===== config.mk =====
export PLATFORM = sky130hd
export DESIGN_NAME = capture_dump_sequencer
export DESIGN_NICKNAME = d
export VERILOG_FILES = /design/src/rtl/capture_dump_sequencer.sv
export SDC_FILE = /design/constraint.sdc
export NUM_CORES = 1
export LEC_CHECK = 0
export BUFFER_PORTS_ARGS = -buffer_cell sky130_fd_sc_hd__buf_4
export CAP_MARGIN = 40
export CORE_MARGIN = 4
export CORE_UTILIZATION = 35
export CTS_BUF_LIST = sky130_fd_sc_hd__clkbuf_4 sky130_fd_sc_hd__clkbuf_8
export DETAILED_ROUTE_END_ITERATION = 12
export GPL_TIMING_DRIVEN = 0
export PLACE_DENSITY = 0.55
export SYNTH_ARGS = -nofsm -noshare
export SYNTH_HDL_FRONTEND = slang
export SYNTH_SLANG_ARGS = --single-unit

===== constraint.sdc =====
create_clock -name clk -period 5.5 [get_ports clk]
set_input_delay 1.1 -clock clk [delete_from_list [all_inputs] [get_ports clk]]
set_output_delay 1.1 -clock clk [all_outputs]
set_load 0.01 [all_outputs]

===== src/rtl/capture_dump_sequencer.sv =====
// Capture dump sequencer: once a logic-analyzer capture completes, sends a two-byte
// sync header and then every buffer word, MSB byte first, over a byte-wide UART
// transmit port. Afterwards it re-arms the analyzer, or parks until reset.
module capture_dump_sequencer #(
  parameter int          DATA_WIDTH   = 128,
  parameter int          ADDR_BITS    = 9,
  parameter int          DEPTH        = 512,
  parameter int          READ_LATENCY = 1,
  parameter logic [15:0] SYNC_WORD    = 16'hA55A,
  parameter bit          AUTO_REARM   = 1'b1
) (
  input  logic                  clk,
  input  logic                  reset,
  input  logic                  done,
  output logic [ADDR_BITS-1:0]  read_addr,
  input  logic [DATA_WIDTH-1:0] read_data,
  output logic [7:0]            uart_txdata,
  output logic                  uart_txen,
  input  logic                  uart_txactive,
  output logic                  la_reset,
  output logic                  busy
);

  localparam int BYTES = DATA_WIDTH / 8;
  localparam int IDX_W = (BYTES > 1) ? $clog2(BYTES) : 1;

  localparam logic [ADDR_BITS-1:0] LAST_ADDR = ADDR_BITS'(DEPTH - 1);
  localparam logic [IDX_W-1:0]     LAST_BYTE = IDX_W'(BYTES - 1);
  localparam logic [1:0]           LAT_END   = 2'(READ_LATENCY);

  // Sequencer states
  localparam logic [2:0] S_IDLE      = 3'd0;
  localparam logic [2:0] S_HDR0      = 3'd1;
  localparam logic [2:0] S_HDR1      = 3'd2;
  localparam logic [2:0] S_FETCH     = 3'd3;
  localparam logic [2:0] S_SEND      = 3'd4;
  localparam logic [2:0] S_REARM     = 3'd5;
  localparam logic [2:0] S_DONE_HOLD = 3'd6;

  // Per-byte transmit handshake stages
  localparam logic [1:0] TX_ISSUE = 2'd0;  // waiting for an idle UART to strobe
  localparam logic [1:0] TX_PULSE = 2'd1;  // uart_txen is high this cycle
  localparam logic [1:0] TX_GUARD = 2'd2;  // UART may not have raised txactive yet
  localparam logic [1:0] TX_WAIT  = 2'd3;  // wait for the UART to finish shifting

  logic [2:0]            state;
  logic [1:0]            tx_stage;
  logic [1:0]            lat_cnt;
  logic [IDX_W-1:0]      byte_idx;
  logic [DATA_WIDTH-1:0] shreg;
  logic                  done_q;
  logic [7:0]            tx_byte;
  logic                  done_rise;
  logic                  in_tx;
  logic                  tx_done;
  logic                  abort;

  assign done_rise = done & ~done_q;
  assign in_tx     = (state == S_HDR0) || (state == S_HDR1) || (state == S_SEND);
  assign tx_done   = in_tx && (tx_stage == TX_WAIT) && !uart_txactive;
  // Losing done mid-dump means the capture is gone; REARM and DONE_HOLD are past that point.
  assign abort     = !done && ((state == S_HDR0) || (state == S_HDR1) ||
                               (state == S_FETCH) || (state == S_SEND));

  // Select the byte presented to the UART: header bytes, else the shift register MSB byte
  always_comb begin
    // NOTE: assign a default first so every path drives tx_byte and no latch is inferred.
    tx_byte = shreg[DATA_WIDTH-1 -: 8];
    if (state == S_HDR0)
      tx_byte = SYNC_WORD[15:8];
    else if (state == S_HDR1)
      tx_byte = SYNC_WORD[7:0];
  end

  // Previous done level; tracked through reset so a level held across release is no edge
  always_ff @(posedge clk) begin
    done_q <= done;
  end

  // Transmit handshake: one-cycle strobe, guard cycle, then wait for the UART to go idle
  always_ff @(posedge clk) begin
    if (reset) begin
      uart_txen   <= 1'b0;
      uart_txdata <= 8'h00;
      tx_stage    <= TX_ISSUE;
    end else begin
      // NOTE: non-blocking assignments throughout sequential logic; this default makes
      // uart_txen a single-cycle strobe unless the ISSUE branch below overrides it.
      uart_txen <= 1'b0;
      if (abort || !in_tx) begin
        tx_stage <= TX_ISSUE;
      end else begin
        case (tx_stage)
          TX_ISSUE: begin
            if (!uart_txen && !uart_txactive) begin
              uart_txen   <= 1'b1;
              uart_txdata <= tx_byte;
              tx_stage    <= TX_PULSE;
            end
          end
          TX_PULSE: tx_stage <= TX_GUARD;
          TX_GUARD: tx_stage <= TX_WAIT;
          default:  if (!uart_txactive) tx_stage <= TX_ISSUE;
        endcase
      end
    end
  end

  // Dump sequencing: header, per-word fetch/latch, byte serialization, re-arm
  always_ff @(posedge clk) begin
    if (reset) begin
      state     <= S_IDLE;
      read_addr <= '0;
      busy      <= 1'b0;
      la_reset  <= 1'b0;
      lat_cnt   <= 2'd0;
      byte_idx  <= '0;
      shreg     <= '0;
    end else begin
      la_reset <= 1'b0;
      if (abort) begin
        state     <= S_IDLE;
        busy      <= 1'b0;
        read_addr <= '0;
      end else begin
        case (state)
          S_IDLE: begin
            if (done_rise) begin
              state     <= S_HDR0;
              read_addr <= '0;
              busy      <= 1'b1;
            end
          end
          S_HDR0: if (tx_done) state <= S_HDR1;
          S_HDR1: begin
            if (tx_done) begin
              state   <= S_FETCH;
              lat_cnt <= 2'd0;
            end
          end
          S_FETCH: begin
            // read_addr has been stable READ_LATENCY cycles, so read_data is valid now
            if (lat_cnt == LAT_END) begin
              shreg    <= read_data;
              byte_idx <= '0;
              state    <= S_SEND;
            end else begin
              lat_cnt <= lat_cnt + 2'd1;
            end
          end
          S_SEND: begin
            if (tx_done) begin
              shreg    <= shreg << 8;
              byte_idx <= byte_idx + 1'b1;
              if (byte_idx == LAST_BYTE) begin
                if (read_addr == LAST_ADDR) begin
                  state <= S_REARM;
                end else begin
                  read_addr <= read_addr + 1'b1;
                  lat_cnt   <= 2'd0;
                  state     <= S_FETCH;
                end
              end
            end
          end
          S_REARM: begin
            busy <= 1'b0;
            if (AUTO_REARM) begin
              la_reset  <= 1'b1;
              read_addr <= '0;
              state     <= S_IDLE;
            end else begin
              state <= S_DONE_HOLD;
            end
          end
          S_DONE_HOLD: state <= S_DONE_HOLD;
          default:     state <= S_IDLE;
        endcase
      end
    end
  end

endmodule


## After elaboration in Yosys (flattened, before gate mapping)

Index checks and enable logic that the tools add are counted.

| word-level totals | value |
|---|---|
| input port bits | 132 |
| bits in registers | 160 |

| operators by class | value |
|---|---|
| $add $sub $neg | 3 |
| muxes and demuxes | 34 |
| eq/ne operators | 22 |
| bitwise operators | 5 |
| reductions and logical operators | 29 |

Operators with widths:

| kind | number |
|---|---|
| $mux W128 | 2 |
| $pmux W128 S2 | 1 |
| $mux W9 | 4 |
| $pmux W9 S3 | 1 |
| $mux W3 | 7 |
| $pmux W3 S6 | 1 |
| $mux W8 | 2 |
| $mux W2 | 7 |
| $ne A2 B2 Y1 const B | 7 |
| $pmux W2 S3 | 2 |
| $add A9 B1 Y9 const B | 1 |
| $eq A3 B3 Y1 const B | 3 |
| $eq A9 B9 Y1 const B | 1 |
| $mux W4 | 2 |
| $pmux W4 S2 | 1 |
| $reduce_and A7 Y1 | 1 |
| $eq A3 B2 Y1 const B | 2 |
| $reduce_and A6 Y1 | 1 |
| $reduce_bool A3 Y1 | 2 |
| $logic_or A1 B1 Y1 | 5 |
| $reduce_and A5 Y1 | 1 |
| $add A4 B1 Y4 const B | 1 |
| $eq A2 B1 Y1 const B | 2 |
| $eq A2 B2 Y1 const B | 2 |
| other kinds (19) | 34 |

## Logic depth before layout (Yosys ltp)

Gate-level depths: netlist of run 1.

| depth | value |
|---|---|
| depth in word-level cells | 8 |
| depth in mapped cells | 10 |
| gate-level depth less buffers | 9 |

## Worst setup path after synthesis of run 1

Ideal clock, no wire load.

| path | value |
|---|---|
| path kind | in2reg |
| start point | in uart_txactive |
| end point | reg state[2] |
| cell stages on the path | 5 |
| arrival time | 2339 ps |
| data required time | 5384 ps |
| path slack | 3045 ps |
| path through | nand2b_1 > o21a_1 > nor4_1 > o21ai_0 > a31o_2 |

| between the ends | value |
|---|---|
| word-level cells in the longest chain between the ends | 4 |

Ends and longest elaborated chain:

| item | line | text |
|---|---|---|
| start: declaration | 19 | `input logic uart_txactive,` |
| $logic_not A1 Y1 * | n/a |  |
| $logic_and A1 B1 Y1 * | 60 | `assign tx_done = in_tx && (tx_stage == TX_WAIT) && !uart_txactive;` |
| $ne A2 B2 Y1 (no source line) | n/a |  |
| $reduce_and A6 Y1 (no source line) * | n/a |  |
| end signal: assignment | 112 | `state <= S_IDLE;` |
| end signal: assignment | 122 | `state <= S_IDLE;` |
| end signal: assignment | 129 | `state <= S_HDR0;` |
| end: declaration | 46 | `logic [2:0] state;` |

Mark *: on every way between the ends. The rest lies on a longest branch, timed or not.
A chain may end at the register's enable or synchronous reset.

## Worst setup path after layout of run 1

| path | value |
|---|---|
| start point | in done |
| end point | reg state[2] |

| between the ends | value |
|---|---|
| word-level cells in the longest chain between the ends | 3 |

Ends and longest elaborated chain:

| item | line | text |
|---|---|---|
| start: declaration | 14 | `input logic done,` |
| $and A1 B1 Y1 / $logic_not A1 Y1 (equally long branches) | 58, 62 |  |
| $ne A2 B2 Y1 (no source line) / $logic_and A1 B1 Y1 (equally long branches) | n/a |  |
| $reduce_and A6 Y1 (no source line) / $reduce_or A2 Y1 (equally long branches) | n/a |  |

Several ways; a longest one is shown, not always the timed one.

==> results of run 1 <==
-- cell usage in the layout (no fill, tap or decap), types with 13 or more instances in the layout --
master	synthesis	layout
a21oi_1	13	13
a311oi_1	72	72
a311oi_2	48	48
buf_2	18	19
buf_4	7	158
clkbuf_1	47	47
clkbuf_8	0	18
dfxtp_1	160	160
nand2_1	255	255
nor2_1	160	160
-- power by group --
part	internal, mW	total, mW	switching, mW	leakage [nW]
registers	1.16	1.17	0.00405	1.29
clock network	0.605	1.06	0.451	0.239
logic	0.0888	0.181	0.0919	1.94
-- metrics by stage --
step / total power [mW] / cells / cell area, µm² / utilization [%]
after floorplan: 1.267 / 895 / 7350 / -
after global placement: 1.376 / 1316 / 8821 / 43.18
after detailed placement: 1.375 / 1317 / 8826 / 43.20
after CTS: 2.427 / 1349 / 9316 / 45.60
after global routing: 2.494 / 1349 / 9316 / 45.60
final: 2.403 / 1349 / 9316 / 45.60
-- how the worst max path moves through the flow --
stage	cells past startpoint	slack (ns)	start	to
final	6	3.00	done	state[2]
after global routing	6	2.81	done	state[2]
after floorplan	5	3.05	uart_txactive	state[2]
after detailed placement	6	2.58	done	state[2]
after global placement	6	2.60	done	state[2]
after CTS	7	3.04	state[1]	shreg[126]
-- registers in the layout, summed over array words and instances (netlist names) --
name	cells
shreg	128
read_addr	9
uart_txdata	8
byte_idx	4
state	3
lat_cnt	2
tx_stage	2
busy	1
done_q	1
la_reset	1
uart_txen	1
-- per-layer routing --
layer  vias to the layer above  wire length (µm)  share of wire [%]  track usage (%)
met5                         -                 0                  0                0
met4                         0               220                1.1            4.243
met3                        17              1073                5.1            4.213
met2                       159              9331                 45            27.48
met1                      3156             10320                 49            25.11
li1                       3476                 -                  -                -
-- worst max-delay path, cell delays in order --
cell,delay [ns]
buf_4,0.13
nor3b_1,0.41
a2111oi_0,0.15
nor4_1,0.52
o21ai_0,0.23
a31o_2,0.29
-- cell type report --
type | count | area (µm²)
Inverter | 6 | 22.52
Buffer | 78 | 386.6
Timing Repair Buffer | 152 | 1139
Clock buffer | 19 | 255.2
Fill cell | 2164 | 11110
Clock inverter | 13 | 235.2
Multi-Input combinational cell | 651 | 3737
Tap cell | 270 | 337.8
Sequential cell | 160 | 3203
-- cell families after synthesis --
kind of cell / after synthesis / synth area share (%)
AND/OR/NAND/NOR: 465 / 25.37
adder cells (fa/ha/maj): 8 / 1.362
XOR/XNOR: 10 / 1.192
buffers and inverters: 84 / 5.567
AO/OA/AOI/OAI: 163 / 22.25
multiplexers: 5 / 0.6810
flip-flops: 160 / 43.58
==> flow_metrics.tcl, run 1 <==
set metrics [dict create \
    status "finished clean" \
    synth_cells 895 \
    antenna_found_initial 0 \
    worst_hold_slack_ns 0.4561 \
    peakVddDrop_mv 0.1482 \
    n_antenna_cell 0 \
    avgViaCountPerCell 5.047 \
    min_to "uart_txdata[2]" \
    finalCritPeriodShare_pct 45.46 \
    setup_tns_ns 0 \
    worst_pin_slew_ns 0.7816 \
    grt_pass1_wl_um 34130 \
    rr_endpoint "shreg[122]" \
    synth.largest_area_cell "dfxtp_1" \
    clockRootBuffer "clkbuf_8" \
    htree_levels 4 \
    wl_per_cell_um 15.52 \
    yosys_warnings 0 \
    synth_top_cell_area_share_pct 43.58 \
    start_kind "input port" \
    io_buffers 151 \
    arrival_ns 2.85 \
    drt_iter0_markers 326 \
    grt_pass1_vias 6678 \
    post-synth-top-count-cell "nand2_1" \
    rsz0062_at_grt "false" \
    ys_async_sr_fraction_pct 0 \
    yosys_register_bits 160 \
    numClockSinks 160 \
    final_nets 1206 \
    hold_class "flop to flop" \
    reg2regPathDepth 7 \
    grt_max_degree 17 \
    setup_violations 0 \
    yosys-top-cells-count "nand2_1, dfxtp_1, nor2_1" \
    drt-pass1-iter-count 4 \
    ff2ff_setup_slack_ns 3.08 \
    synth.area.top_cells "dfxtp_1, nand2_1, a311oi_2" \
    place_congestion 0.8668 \
    synth_area_um2 7350 \
    synth_seq_area_share_pct 43.58 \
    die_y_um 152.9 \
    ys.flop_type "dfxtp_1" \
    grtUsageTotal_pct 17.74 \
    path_clk_slew_ns 0.09 \
    clk_path_buf_depth 2 \
    num_io_pins 152 \
    start_util_pct 35.98 \
    max_cap_violations 0 \
    endpoint_kind "flop" \
    power_leakage_nw 3.473 \
    hold_viol_final 0 \
    drc 0 \
    holdBufCountCts 0 \
    ant_nets 0 \
    clk_latency_ns 0.46 \
    area_growth_pct 26.76 \
    drive_gt1_share_pct 24.75 \
    post-place-ws_ns 2.583 \
    placementRows 52 \
    holdPathStages 2 \
    cts_tree "built" \
    fin_ws_ns 3.000 \
    hp-start "uart_txdata[2]" \
    overflow 0 \
    crit_fanout 8 \
    avgSynthCellArea_um2 8.212 \
    design.die.area_um2 23380 \
    synth-edff-count 0 \
    fp.dieW_um 152.9 \
    core_area_um2 20430 \
    rr_startpoint "state[1]" \
    critPathKind "input port to flop" \
    drt_wl_total_um 20940 \
    relSlewSlack_pct 47.41 \
    vias 6808 \
    finClkSkew_ns 0.01296 \
    hpwl_um 15920 \
    ys_types 45 \
    cts_buffers 17 \
    cp.required_ns 5.85 \
    cts_setup_buffers 0 \
    ctsResizeCount 0 \
    p_per_area_nw_per_um2 257.9 \
    synth_nets 1035 \
    fmax_mhz 400.0 \
    finalCriticalPeriod_ns 2.500 \
    maxSlewViolCount 0 \
]
(Power assumes the default switching activity.)
==> run 2: changes to the inputs <==
ABC_AREA = 1   (was unset)
clock period = 2.6 ns   (was 5.5 ns; I/O delays follow)
==> run 2 against run 1 <==
  * Sequential share of layout area decreased by 1.2 points
  * Combinational power increased to 15 times the previous value
  * Non-clock buffer count decreased by 3
==> flow_metrics.tcl, run 2 <==
set metrics [dict create \
    overflow 0 \
    avgViaCountPerCell 4.669 \
    synth.area.top_cells "dfxtp_1, nand2_1, nor2_1" \
    drt-pass1-iter-count 5 \
    hold_viol_final 0 \
    num_io_pins 152 \
    ys_types 26 \
    crit_chain "ha_1 > nand3_1 > nor3_1 > nand2_1 > nor2_1 > ha_1 > nand3_1 > nand3_1 > nand2_1 > a21boi_0" \
    ff2ff_setup_slack_ns 0.27 \
    drt_iter0_markers 462 \
    yosys_warnings 0 \
    post-synth-top-count-cell "nand2_1" \
    largest_register "shreg" \
    clockRootBuffer "clkbuf_8" \
    synth_nets 1366 \
    finalCritPeriodShare_pct 89.47 \
    status "finished clean" \
    clk_path_buf_depth 2 \
    ys.flop_type "dfxtp_1" \
    grt_pass1_vias 7345 \
    setup_tns_ns 0 \
    drt_wl_total_um 23110 \
    yosys-top-cells-count "nand2_1, nor2_1, dfxtp_1" \
    finalNonFillerCells 1688 \
    die_y_um 156.9 \
    avgSynthCellArea_um2 6.331 \
    synth.largest_area_cell "dfxtp_1" \
    ys_async_sr_fraction_pct 0 \
    area_growth_pct 24.54 \
    placed_cells 1657 \
    slowest_delay_ns 0.41 \
    p_per_area_nw_per_um2 837.3 \
    numClockSinks 160 \
    wl_per_cell_um 13.69 \
    synth_cells 1226 \
    design.die.area_um2 24620 \
    rsz0062_at_grt "false" \
    fmax_mhz 429.9 \
    vias 7881 \
    synth_seq_area_share_pct 41.27 \
    maxSlewViolCount 0 \
    synth_area_um2 7761 \
    cts_tree "built" \
    finClkSkew_ns 0.01246 \
    hold_class "input port to flop" \
    final_common_cell "nand2_1" \
    largest_register_ffs 128 \
    grtUsageTotal_pct 18.69 \
    grtUsageMet2_pct 28.66 \
    final_cell_mix "nand2_1, nor2_1, dfxtp_1" \
    drc 0 \
    max_cap_violations 0 \
    final_nets 1536 \
    worst_pin_slew_ns 0.6204 \
    fp.dieW_um 156.9 \
    top_usage_layer "met2" \
    ctsResizeCount 0 \
    arrival_ns 2.72 \
    grt.met3_usage_pct 3.244 \
    finalCriticalPeriod_ns 2.326 \
    start_kind "flop" \
    met1_usage_pct 27.18 \
    htree_levels 4 \
    synth-edff-count 0 \
    placed_area_um2 9245 \
    antenna_found_initial 0 \
    grt_pass1_wl_um 36800 \
    clk_latency_ns 0.46 \
    yosys_register_bits 160 \
    endpoint_kind "flop" \
    cp.required_ns 2.99 \
    drive_gt1_share_pct 16.90 \
    ant_nets 0 \
    setup_violations 0 \
    io_buffers 151 \
    place_congestion 0.8232 \
    hpwl_um 17560 \
    grt_max_degree 17 \
    power_leakage_nw 4.489 \
    start_util_pct 35.56 \
    core_area_um2 21820 \
    worst_hold_slack_ns 0.2096 \
    synth_top_cell_area_share_pct 41.27 \
    cpMaxStageDelayCell "dfxtp_1" \
    path_clk_slew_ns 0.09 \
    n_antenna_cell 0 \
    peakVddDrop_mv 0.3591 \
    cts_buffers 17 \
    critPathKind "flop to flop" \
    top_regs "shreg: 128 flops, read_addr: 9 flops, uart_txdata: 8 flops" \
    stdcell_area_um2 9666 \
    cp_common_cell "nand3_1" \
    placementRows 54 \
    cts_setup_buffers 0 \
    relSlewSlack_pct 58.64 \
    holdBufCountCts 0 \
    crit_fanout 9 \
]
==> run 2: changes by cell type after synthesis, sizes merged, moves of 18 or more <==
cell,change
inv,+25
nand3,+18
nand2,+209
nor2,+119
o21ai,+124
a311oi,-120
==> run 2: report_power, final <==
| group | total (mW) | switching [mW] | internal, mW | leakage (nW) |
|---|---|---|---|---|
| Clock | 1.98 | 0.984 | 1.00 | 0.208 |
| Combinational | 2.68 | 1.67 | 1.01 | 2.98 |
| Sequential | 3.42 | 0.344 | 3.08 | 1.30 |
| Total | 8.09 | 3.00 | 5.09 | 4.49 |
==> run 2: final timing paths <==
path | start | endpoint | depth (start not counted)
worst max-delay path | read_addr[1] | read_addr[0] | 10
worst min-delay path | done | done_q | 1
worst max register to register | read_addr[1] | read_addr[0] | 10
worst min register to register | shreg[7] | shreg[7] | 2
==> run 2: cell type report <==
| class | count | area [µm²] |
|---|---|---|
| Fill cell | 2439 | 12160 |
| Tap cell | 280 | 350.3 |
| Sequential cell | 160 | 3203 |
| Timing Repair Buffer | 151 | 1134 |
| Clock inverter | 12 | 158.9 |
| Multi-Input combinational cell | 959 | 4055 |
| Clock buffer | 19 | 261.5 |
| Inverter | 31 | 116.4 |
| Buffer | 76 | 386.6 |
==> run 2: kinds of logic (layout without fill, tap and decap cells) <==
group                      after synthesis  count (layout)  synth area share, %
and+or+nand+nor                        791             791                40.34
DFF                                    160             160                41.27
AOI/OAI and AO/OA                      156             156                10.17
buffers and inverters                  107             289                6.481
adders and majority gates                8               8                1.290
xor gates and xnor gates                 4               4               0.4513
==> run 2: through the flow <==
stage | util, % | total power, mW | setup WS, ns
after global placement | 42.36 | 6.144 | 0.2889
after CTS | 44.29 | 8.153 | 0.2857
after global routing | 44.29 | 8.733 | 0.03157
after floorplan | - | 5.337 | 0.6697
after detailed placement | 42.36 | 6.180 | 0.3051
final | 44.29 | 8.093 | 0.2738
==> run 2: per-layer routing <==
layer / wire, µm / up-vias
met5: 0 / -
met4: 316 / 0
met3: 1261 / 19
met2: 10100 / 165
met1: 11430 / 3526
li1: - / 4171
==> run 2: critical path: cells and delay by family, from the launching register on <==
kind | cells | cell delay, ns
adders and majority gates | 2 | 0.41
and+or+nand+nor | 7 | 1.28
DFF | 1 | 0.41
AOI/OAI and AO/OA | 1 | 0.16
==> run 3: changes to the inputs <==
CORE_UTILIZATION = 57   (was 35)
PLACE_DENSITY = 0.82   (was 0.55)
==> run 3 against run 2 <==
  * Utilization up 28 points
  * Die area down 37%
  * Largest power group unchanged
  * Critical endpoint unchanged
  * Sequential cell count unchanged
  * Non-clock buffer count unchanged
  * Final cell count down 6.2%
==> flow_metrics.tcl, run 3 (synthesis results as in run 2) <==
set metrics [dict create \
    status "finished clean" \
    htree_levels 4 \
    placed_area_um2 9115 \
    hold_class "input port to flop" \
    overflow 0 \
    design.die.area_um2 15550 \
    worst_hold_slack_ns 0.2034 \
    hpwl_um 15330 \
    arrival_ns 2.67 \
    drive_gt1_share_pct 16.90 \
    drt_iter0_markers 645 \
    cts_setup_buffers 0 \
    path_clk_slew_ns 0.07 \
    final_nets 1536 \
    largest_register "shreg" \
    critPathKind "flop to flop" \
    holdPathStages 1 \
    stdcell_area_um2 9564 \
    area_growth_pct 23.23 \
    slowest_delay_ns 0.42 \
    hold_viol_final 0 \
    rsz0062_at_grt "false" \
    vias 7999 \
    reg2regPathDepth 10 \
    crit_fanout 9 \
    max_cap_violations 0 \
    fmax_mhz 436.1 \
    final_common_cell "nand2_1" \
    die_y_um 124.7 \
    drt_wl_total_um 20210 \
    worst_pin_slew_ns 0.5990 \
    grt_max_degree 17 \
    cpMaxStageDelayCell "dfxtp_1" \
    clk_path_buf_depth 2 \
    final_util_pct 71.94 \
    top_regs "shreg: 128 flops, read_addr: 9 flops, uart_txdata: 8 flops" \
    place_congestion 0.8842 \
    grt_pass1_vias 7165 \
    num_io_pins 152 \
    cts_buffers 17 \
    power_leakage_nw 4.510 \
    crit_chain "ha_1 > nand3_1 > nor3_1 > nand2_1 > nor2_1 > ha_1 > nand3_1 > nand3_1 > nand2_1 > a21boi_0" \
    peakVddDrop_mv 0.5251 \
    avgViaCountPerCell 5.050 \
    final_cell_mix "nand2_1, nor2_1, dfxtp_1" \
    start_kind "flop" \
    io_buffers 151 \
    relSlewSlack_pct 59.76 \
    grt_pass1_wl_um 32920 \
    fp.dieW_um 124.7 \
    fin_ws_ns 0.3069 \
    post-place-ws_ns 0.3518 \
    finalCriticalPeriod_ns 2.293 \
    setup_violations 0 \
    endpoint_kind "flop" \
    finalCritPeriodShare_pct 88.20 \
    antenna_found_initial 0 \
    clk_latency_ns 0.46 \
    core_area_um2 13300 \
    n_antenna_cell 0 \
    ant_nets 0 \
    ctsResizeCount 0 \
    drc 0 \
    clockRootBuffer "clkbuf_8" \
    drt-pass1-iter-count 7 \
    largest_register_ffs 128 \
    grtUsageTotal_pct 25.48 \
    cp_common_cell "nand3_1" \
    cp.required_ns 2.98 \
    finClkSkew_ns 0.01012 \
    wl_per_cell_um 12.76 \
    setup_tns_ns 0 \
    maxSlewViolCount 0 \
    placementRows 42 \
    holdBufCountCts 0 \
    start_util_pct 58.38 \
    numClockSinks 160 \
    cts_tree "built" \
    p_per_area_nw_per_um2 854.0 \
]
==> run 3: cell types whose count changed in the layout (fill, tap and decap cells not counted) <==
cell	previous run	this run
bufinv_16	3	5
clkbuf_4	0	2
clkbuf_8	19	18
clkinv_2	2	4
clkinv_4	4	0
clkinvlp_4	2	1
==> run 3: through the flow <==
stage / cells / power, mW
4_1_cts: 1584 / 8.171
2_1_floorplan: 1226 / 5.337
5_1_grt: 1584 / 8.734
6_report: 1584 / 8.168
3_3_place_gp: 1553 / 6.029
3_5_place_dp: 1553 / 6.105
==> run 3: layout make-up <==
type,count,area (µm²)
Multi-Input combinational cell,959,4055
Sequential cell,160,3203
Tap cell,176,220.2
Fill cell,1186,3731
Timing Repair Buffer,151,1134
Clock inverter,11,186.4
Buffer,76,386.6
Clock buffer,20,262.8
Inverter,31,116.4
==> run 3: worst max-delay path, delay by kind of cell (launching register included) <==
| family | cells | cell delay [ns] |
|---|---|---|
| adder cells (fa/ha/maj) | 2 | 0.39 |
| AND/OR/NAND/NOR | 7 | 1.24 |
| AO/OA/AOI/OAI | 1 | 0.17 |
| flip-flops | 1 | 0.42 |
==> run 3: final timing paths <==
path / slack (ns) / endpoint / from
setup / recovery: 0.31 / read_addr[0] / read_addr[1]
hold / removal: 0.20 / done_q / done
hold reg to reg: 0.47 / shreg[0] / shreg[0]
setup reg to reg: 0.31 / read_addr[0] / read_addr[1]
==> run 3: where the power goes <==
group,total (mW),switching (mW),internal [mW]
sequential,3.44,0.358,3.08
clock,2.08,0.898,1.18
combinational,2.65,1.64,1.01
total,8.17,2.90,5.27
==> run 3: per-layer routing <==
metal	vias up	global-route usage [%]	part of all wire (%)
met1	3544	33.51	45
li1	4178	-	-
met3	35	5.360	6.5
met5	-	0	0
met4	0	7.801	1.7
met2	242	42.08	47
